===== config.mk =====
export PLATFORM = sky130hd
export DESIGN_NAME = mul_div_unit
export DESIGN_NICKNAME = d
export VERILOG_FILES = /design/src/rtl/mdu_pkg.sv /design/src/rtl/mdu_div_step.sv /design/src/rtl/mul_div_unit.sv
export SDC_FILE = /design/constraint.sdc
export NUM_CORES = 1
export LEC_CHECK = 0
export CAP_MARGIN = 25
export CORE_AREA = 3 3 185 187
export CTS_CLUSTER_SIZE = 12
export DETAILED_ROUTE_END_ITERATION = 10
export DIE_AREA = 0 0 188 190
export PLACE_DENSITY = 0.66
export SLEW_MARGIN = 40
export SYNTH_ARGS = -nofsm -noshare
export SYNTH_HDL_FRONTEND = slang
export SYNTH_SLANG_ARGS = --single-unit

===== constraint.sdc =====
create_clock -name CLK -period 5.45 [get_ports CLK]
set_input_delay 1.09 -clock CLK [delete_from_list [all_inputs] [get_ports CLK]]
set_output_delay 1.09 -clock CLK [all_outputs]
set_load 0.01 [all_outputs]

===== src/rtl/mdu_pkg.sv =====
// Shared definitions for the iterative multiply/divide unit: RISC-V M funct3
// encodings, FSM state encoding and the default operand width.
package mdu_pkg;

   localparam int XLEN_DEF = 32;

   localparam logic [2:0] OP_MUL    = 3'b000;
   localparam logic [2:0] OP_MULH   = 3'b001;
   localparam logic [2:0] OP_MULHSU = 3'b010;
   localparam logic [2:0] OP_MULHU  = 3'b011;
   localparam logic [2:0] OP_DIV    = 3'b100;
   localparam logic [2:0] OP_DIVU   = 3'b101;
   localparam logic [2:0] OP_REM    = 3'b110;
   localparam logic [2:0] OP_REMU   = 3'b111;

   typedef enum logic [1:0] {
      IDLE = 2'd0,
      CALC = 2'd1,
      FIN  = 2'd2
   } state_t;

endpackage


===== src/rtl/mdu_div_step.sv =====
// One restoring-division iteration on unsigned magnitudes: shift remainder:quotient
// left, trial-subtract the divisor, keep the difference and set the quotient bit if it fits.
module mdu_div_step
   import mdu_pkg::*;
#(
   parameter int XLEN = XLEN_DEF
) (
   input  logic [XLEN-1:0] rem,
   input  logic [XLEN-1:0] quot,
   input  logic [XLEN-1:0] divisor,
   output logic [XLEN-1:0] rem_next,
   output logic [XLEN-1:0] quot_next
);

   logic [XLEN:0] rem_sh;
   logic [XLEN:0] diff;

   // rem < divisor always holds, so the shifted remainder fits in XLEN+1 bits
   // and the top bit of the difference is a clean borrow flag.
   assign rem_sh = {rem, quot[XLEN-1]};
   assign diff   = rem_sh - {1'b0, divisor};

   always_comb begin
      if (!diff[XLEN]) begin
         rem_next  = diff[XLEN-1:0];
         quot_next = {quot[XLEN-2:0], 1'b1};
      end else begin
         rem_next  = rem_sh[XLEN-1:0];
         quot_next = {quot[XLEN-2:0], 1'b0};
      end
   end

endmodule


===== src/rtl/mul_div_unit.sv =====
// Iterative RISC-V M-extension unit (radix-2 shift-add multiply, restoring divide).
// Optional macro MDU_EARLY_OUT_EN lets a multiply finish once its remaining multiplier bits are zero.
module mul_div_unit
   import mdu_pkg::*;
#(
   parameter  int XLEN  = XLEN_DEF,
   localparam int CNT_W = $clog2(XLEN) + 1
) (
   input  logic            CLK,
   input  logic            RESET,
   input  logic            START,
   input  logic [2:0]      SELECT,
   input  logic [XLEN-1:0] DATA1,
   input  logic [XLEN-1:0] DATA2,
   output logic            BUSY,
   output logic            DONE,
   output logic [XLEN-1:0] RESULT
);

   state_t              state;
   logic [2:0]          op;
   logic                sign_a;
   logic                sign_b;
   logic                special;
   logic [XLEN-1:0]     mcand;
   logic [2*XLEN-1:0]   acc;
   logic [CNT_W-1:0]    cnt;

   logic                signed_a, signed_b, neg_a, neg_b;
   logic                div_zero, div_ovf, is_special;
   logic [XLEN-1:0]     mag_a, mag_b, special_val;

   // Operand decode in IDLE: sign handling and divide special cases.
   always_comb begin
      signed_a    = (SELECT == OP_MULH) || (SELECT == OP_MULHSU) ||
                    (SELECT == OP_DIV)  || (SELECT == OP_REM);
      signed_b    = (SELECT == OP_MULH) || (SELECT == OP_DIV) || (SELECT == OP_REM);
      neg_a       = signed_a & DATA1[XLEN-1];
      neg_b       = signed_b & DATA2[XLEN-1];
      mag_a       = neg_a ? -DATA1 : DATA1;
      mag_b       = neg_b ? -DATA2 : DATA2;
      div_zero    = (DATA2 == '0);
      div_ovf     = SELECT[2] && signed_b &&
                    (DATA1 == {1'b1, {(XLEN-1){1'b0}}}) && (DATA2 == '1);
      is_special  = SELECT[2] && (div_zero || div_ovf);
      special_val = '0;
      if (div_zero) special_val = SELECT[1] ? DATA1 : '1;
      else          special_val = SELECT[1] ? '0 : DATA1;
   end

   logic [XLEN:0]       mul_sum;
   logic [2*XLEN-1:0]   mul_next;
   logic [2*XLEN-1:0]   div_next;
   logic [2*XLEN-1:0]   mul_acc;
   logic                calc_last;

   assign mul_sum  = {1'b0, acc[2*XLEN-1:XLEN]} + (acc[0] ? {1'b0, mcand} : '0);
   assign mul_next = {mul_sum, acc[XLEN-1:1]};

   mdu_div_step #(.XLEN(XLEN)) u_div_step (
      .rem       (acc[2*XLEN-1:XLEN]),
      .quot      (acc[XLEN-1:0]),
      .divisor   (mcand),
      .rem_next  (div_next[2*XLEN-1:XLEN]),
      .quot_next (div_next[XLEN-1:0])
   );

`ifdef MDU_EARLY_OUT_EN
   logic [CNT_W-1:0]    rem_cnt;
   logic [CNT_W-1:0]    keep_sh;
   logic [XLEN-1:0]     rem_bits;
   logic                mul_idle;

   // Once the unconsumed multiplier bits are zero, the remaining iterations
   // would only shift, so do them all at once.
   always_comb begin
      rem_cnt   = cnt - 1'b1;
      keep_sh   = CNT_W'(XLEN) - rem_cnt;
      rem_bits  = mul_next[XLEN-1:0] << keep_sh;
      mul_idle  = (rem_bits == '0);
      mul_acc   = mul_idle ? (mul_next >> rem_cnt) : mul_next;
      calc_last = (cnt == CNT_W'(1)) || (!op[2] && mul_idle);
   end
`else
   always_comb begin
      mul_acc   = mul_next;
      calc_last = (cnt == CNT_W'(1));
   end
`endif

   logic [2*XLEN-1:0]   prod;
   logic [XLEN-1:0]     quot_s, rem_s, fin_val;

   always_comb begin
      prod    = (sign_a ^ sign_b) ? -acc : acc;
      quot_s  = (sign_a ^ sign_b) ? -acc[XLEN-1:0] : acc[XLEN-1:0];
      rem_s   = sign_a ? -acc[2*XLEN-1:XLEN] : acc[2*XLEN-1:XLEN];
      fin_val = '0;
      if (special) begin
         fin_val = acc[XLEN-1:0];
      end else begin
         case (op)
            OP_MUL:                       fin_val = prod[XLEN-1:0];
            OP_MULH, OP_MULHSU, OP_MULHU: fin_val = prod[2*XLEN-1:XLEN];
            OP_DIV, OP_DIVU:              fin_val = quot_s;
            default:                      fin_val = rem_s;
         endcase
      end
   end

   assign BUSY = (state != IDLE);

   // START is only looked at in IDLE, so captured operands are stable while busy.
   always_ff @(posedge CLK or posedge RESET) begin
      if (RESET) begin
         state   <= IDLE;
         op      <= '0;
         sign_a  <= 1'b0;
         sign_b  <= 1'b0;
         special <= 1'b0;
         mcand   <= '0;
         acc     <= '0;
         cnt     <= '0;
         RESULT  <= '0;
         DONE    <= 1'b0;
      end else begin
         DONE <= 1'b0;
         case (state)
            IDLE: begin
               if (START) begin
                  op      <= SELECT;
                  sign_a  <= neg_a;
                  sign_b  <= neg_b;
                  special <= is_special;
                  mcand   <= SELECT[2] ? mag_b : mag_a;
                  if (is_special) begin
                     acc   <= {{XLEN{1'b0}}, special_val};
                     state <= FIN;
                  end else begin
                     acc   <= {{XLEN{1'b0}}, (SELECT[2] ? mag_a : mag_b)};
                     cnt   <= CNT_W'(XLEN);
                     state <= CALC;
                  end
               end
            end
            CALC: begin
               cnt <= cnt - 1'b1;
               acc <= op[2] ? div_next : mul_acc;
               if (calc_last) state <= FIN;
            end
            FIN: begin
               RESULT <= fin_val;
               DONE   <= 1'b1;
               state  <= IDLE;
            end
            default: state <= IDLE;
         endcase
      end
   end

endmodule


Word level (Yosys, flattened, before mapping)
Cells that the tools add are included.
{"block": "totals", "regBits": 143, "out_inout_bits": 34, "word_cells": 86}
{"block": "op_classes", "add_sub_neg": 8, "n_eq_ne": 17, "mux": 27, "n_bitwise": 3, "n_reduce_logical": 21}
{"op": "2-to-1 mux 32 bit", "count": 13}
{"op": "2-to-1 mux 64 bit", "count": 3}
{"op": "negator 32 bit", "count": 4}
{"op": "one-hot mux 64 bit (2 select lines)", "count": 1}
{"op": "one-hot mux 32 bit (3 select lines)", "count": 1}
{"op": "== test 32 bit (second input constant)", "count": 2}
{"op": "negator 64 bit", "count": 1}
{"op": "adder 32 x 32 -> 33 bit", "count": 1}
{"op": "subtractor 33 x 32 -> 33 bit", "count": 1}
{"op": "logical NOT 32 bit", "count": 1}
{"op": "== test 3 bit (second input constant)", "count": 4}
{"op": "2-to-1 mux 6 bit", "count": 2}
{"op": "one-hot mux 6 bit (2 select lines)", "count": 1}
{"op": "== test 3 x 2 -> 1 bit (second input constant)", "count": 3}
{"op": "== test 3 x 1 -> 1 bit (second input constant)", "count": 2}
{"op": "== test 6 x 1 -> 1 bit (second input constant)", "count": 1}
{"op": "logical OR 1 bit", "count": 6}
{"op": "2-to-1 mux 2 bit", "count": 3}
{"op": "!= test 2 bit (second input constant)", "count": 3}
{"op": "AND reduction 2 bit", "count": 3}
{"op": "subtractor 6 x 1 -> 6 bit (second input constant)", "count": 1}
{"op": "logical AND 1 bit", "count": 4}
{"op": "one-hot mux 2 bit (2 select lines)", "count": 1}
{"op": "nonzero test 2 bit", "count": 2}
{"op": "10 further kinds", "count": 12}

Depth between registers and ports, before layout
{"block": "logic_depth", "word_depth": 11, "ltp_mapped": 15}

By module
Synthesis repeated with hierarchy kept, for this count alone.
{"block": "unflattened", "hier_cells": 2070, "hier_area_um2": 15830.2}
{"module": "mul_div_unit", "instances": 1, "cells_per_inst": 1734, "area_per_inst_um2": 13238.9, "seq_area_each_um2": 3578.4}
{"module": "mdu_div_step", "instances": 1, "cells_per_inst": 336, "area_per_inst_um2": 2591.2, "seq_area_each_um2": 0.0}

Worst setup path after synthesis
OpenSTA, ideal clock, no wires.
{"block": "synth_path", "path_type": "input to register", "startpoint": "input DATA1[2]", "endpoint": "register acc[5]", "setup_ns": 0.121, "arrival_ns": 3.630, "required_ns": 5.329, "slack_ns": 1.698, "stages": 9, "path_cell_list": "or4_1 nor4_1 nand3_1 nor3_1 nor2_1 clkbuf_1 a221oi_1 a21boi_0 o22a_1"}
{"block": "synth_via", "elab_chain_len": 8}
{"item": "start: declaration", "line_no": "mul_div_unit.sv:13", "source": "input logic [XLEN-1:0] DATA1,"}
{"item": "parallel branches: the longest is 5 deep, another holds negator 32 bit"}
{"item": "2-to-1 mux 32 bit (*)", "line_no": "mul_div_unit.sv:136", "source": "if (is_special) begin"}
{"item": "2-to-1 mux 64 bit (*)", "line_no": "mul_div_unit.sv:130", "source": "if (START) begin"}
{"item": "one-hot mux 64 bit (2 select lines) (*)", "line_no": "mul_div_unit.sv:128", "source": "case (state)"}
{"item": "end signal: assignment", "line_no": "mul_div_unit.sv:137", "source": "acc <= {{XLEN{1'b0}}, special_val};"}
{"item": "end signal: assignment", "line_no": "mul_div_unit.sv:140", "source": "acc <= {{XLEN{1'b0}}, (SELECT[2] ? mag_a : mag_b)};"}
{"item": "end signal: assignment", "line_no": "mul_div_unit.sv:148", "source": "acc <= op[2] ? div_next : mul_acc;"}
{"item": "end: declaration", "line_no": "mul_div_unit.sv:26", "source": "logic [2*XLEN-1:0] acc;"}
Every way passes the cells marked *. The select of a mux whose other input is x is not followed.
A chain may end at the register's enable or synchronous reset.

Final worst setup path
{"block": "layout_path", "startpoint": "register acc[0]", "endpoint": "register acc[58]"}
{"block": "layout_via", "elab_chain_len": 4}
{"item": "2-to-1 mux 32 bit", "line_no": "mul_div_unit.sv:57", "source": "assign mul_sum = {1'b0, acc[2*XLEN-1:XLEN]} + (acc[0] ? {1'b0, mcand} : '0);"}
{"item": "adder 32 x 32 -> 33 bit", "line_no": "mul_div_unit.sv:57"}
{"item": "2-to-1 mux 64 bit", "line_no": "mul_div_unit.sv:148"}
{"item": "one-hot mux 64 bit (2 select lines)", "line_no": "mul_div_unit.sv:128"}
Every way passes these cells.

==> results_dict.tcl <==
set metrics [dict create \
    routabilityCongestion 0.991 \
    core_area_mm2 0.0326 \
    tightest_slew_ps 887 \
    drt_iter0_drc 1591 \
    dieArea_mm2 0.0357 \
    holdWs_ps 478 \
    timing.slew.headroom_pct 40.6 \
    yosys.area_share.adder_pct 6.31 \
    synthesis.area_mm2 0.0147 \
    grt_pass1_vias 14570 \
    hold_viol 0 \
    clock_path_buffers 2 \
    cts_buffers 17 \
    path_clk_slew_ps 70 \
    seq_area_frac_synth_pct 24.3 \
    critPathRequiredTime_ps 5750 \
    drive_above_1_share_pct 5.79 \
    rr_worst_depth 13 \
    fin_crit_sh_pct 82.6 \
    grt_max_degree 96 \
    maxCapViolCount 0 \
    ioPinCount 104 \
    critPathKind "flop to flop" \
    synth_compound_area_share_pct 29.2 \
    yosys.area_share.simple_pct 18.6 \
    max_freq_ghz 0.222 \
    antenna_cells 0 \
    die_w_um 188 \
    syn_area_per_cell_um2 7.48 \
    synthMuxAreaShare_pct 4.13 \
    r2r_slack_ps 950 \
    fillers 3178 \
    synth_nets 2110 \
    min_path_cells 2 \
    hpwl_um 42700 \
    numPortBuffers 103 \
    dr_total_vias 15346 \
    nets 2133 \
    synth_flop_cell "dfrtp_1" \
    drt_pass1_iterations 5 \
    final_util_pct 51.2 \
    chipHeight_um 190 \
    grt_use_total_pct 30.8 \
    start_util_pct 45.1 \
    end_kind "flop" \
    syn2layout_area_growth_pct 13.4 \
    vias_per_cell 6.28 \
    cts-hold-fix-buffers 0 \
    finalSetupViolCount 0 \
    dp.cells 2413 \
    yosys_warnings 0 \
    antenna_found_initial 1 \
    cts_max_level 4 \
    arrival_ps 4800 \
    drv_slew 0 \
    hold_path_class "flop to flop" \
    synth-xor-area-share_pct 11.5 \
    clock_sinks 143 \
    wl_per_cell_um 22.8 \
    rows 66 \
    pre_cts_slack_ps 646 \
    synth_top_family_by_area "compound AO/OA/AOI/OAI gates" \
    synth_edf_count 0 \
    clock_latency_ps 460 \
    worstPathMaxFanout 19 \
    power.density_mw_per_mm2 692 \
    wirelength_um 55700 \
    rsz0062_at_grt "no" \
    finalClockSkew_ps 15.6 \
    fin_cells 2445 \
    cp-start-kind "flop" \
    min_period_ps 4500 \
    outcome "completed" \
    final_common_cell "a21oi_1" \
    grt_pass1_wl_um 86000 \
    cts_tree "yes" \
    cts_resized 0 \
    postCtsSetupRepairBufs 0 \
    grt_overflow 0 \
    drtAntennaViolNets 0 \
    ir_worst_vdd_mv 0.306 \
    synth_cells 1967 \
    finalSetupTns_ps 0 \
    ys_ff_latch 143 \
    final_cell_mix "a21oi_1, o21ai_0, nor2_1" \
    ys_types 77 \
    root_buffer "clkbuf_16" \
    setup_slack_ps 950 \
    ys_async_sr_fraction_pct 100 \
    drc 0 \
    p_leak_nw 6.85 \
]
==> worst max-delay path, cell delays in order (launching register included) <==
cell and delay (ps):
dfrtp_1 410, clkinv_1 500, nor2_1 320, ha_1 330, o211ai_1 100, o21ai_0 210
o2111ai_1 300, a21oi_1 140, o41ai_1 760, o21bai_1 210, a221o_1 440, a21boi_0 290
xor2_1 180, o221ai_1 130
==> report_power, final <==
part           internal [mW]  switching, mW  leakage (nW)  total, mW
Sequential              1.59          0.899          1.80       2.49
Combinational           3.21           4.62          4.77       7.83
Clock                  0.706          0.533         0.283       1.24
Total                   5.51           6.05          6.85       11.6
==> kinds of logic after synthesis <==
family,Yosys count
AO/OA/AOI/OAI,701
AND/OR/NAND/NOR,586
buffers and inverters,211
XOR/XNOR,193
flip-flops,143
adder cells (fa/ha/maj),73
multiplexers,60
==> area by class of cell <==
type	instances	area (um2)	share of cell area, %
clock buffer	19	453	2.71
tap	442	553	3.31
clock inverter	13	151	0.907
timing repair buffer	147	1360	8.13
inverter	68	263	1.57
multi-input combinational	1613	10300	61.9
sequential	143	3580	21.5
==> cells in the mapped netlist, drive strengths merged (14+ instances only) <==
master    n  area share, %
nor2    188            4.8
a21o     28            1.4
nor4     23           0.98
a21oi   217            7.4
xor2     96            5.7
o31ai    26            1.3
nor3     39            1.3
or3      25            1.1
nand3    21           0.71
or4      15           0.84
nand2   182            4.7
dfrtp   143             24
o211ai   31            1.6
nand2b   27            1.1
nand4    18           0.77
buf      28            1.1
ha       71            6.0
o221ai   24            1.4
a31oi    26            1.1
a211oi   14           0.71
o21ai   203            6.9
clkbuf  114            3.0
a22oi    21            1.1
inv      67            1.7
o22ai    14           0.60
o41ai    16            1.0
xnor2    97            5.8
mux2i    54            3.7
==> routing by layer <==
| metal | up-vias | track usage [%] | routed length (um) |
|---|---|---|---|
| met4 | 0 | 16.1 | 2960 |
| met2 | 782 | 47.0 | 24100 |
| li1 | 7189 | - | - |
| met3 | 119 | 5.18 | 4360 |
| met5 | - | 0 | 0 |
| met1 | 7256 | 41.9 | 24300 |
==> metrics by stage <==
stage	area (um2)	power, mW
after floorplan	14700	7.90
after global placement	16100	9.97
after detailed placement	16100	10.1
after CTS	16700	11.4
after global routing	16700	12.4
final	16700	11.6
==> state kept, by name, summed over array words and instances, names as in the netlist, 2 cells and up <==
register / cells
acc: 64
RESULT: 32
mcand: 32
cnt: 6
op: 3
state: 2
==> final timing paths <==
path,end,from
max,acc[58]$_DFFE_PP0P_,acc[0]$_DFFE_PP0P_
min,RESULT[30]$_DFFE_PP0P_,RESULT[30]$_DFFE_PP0P_
max reg2reg,acc[58]$_DFFE_PP0P_,acc[0]$_DFFE_PP0P_
min reg2reg,RESULT[30]$_DFFE_PP0P_,RESULT[30]$_DFFE_PP0P_
max in group asynchronous,mcand[27]$_DFFE_PP0P_,RESET
min in group asynchronous,RESULT[16]$_DFFE_PP0P_,RESET
Note: power is estimated with default switching activity, not from simulation.
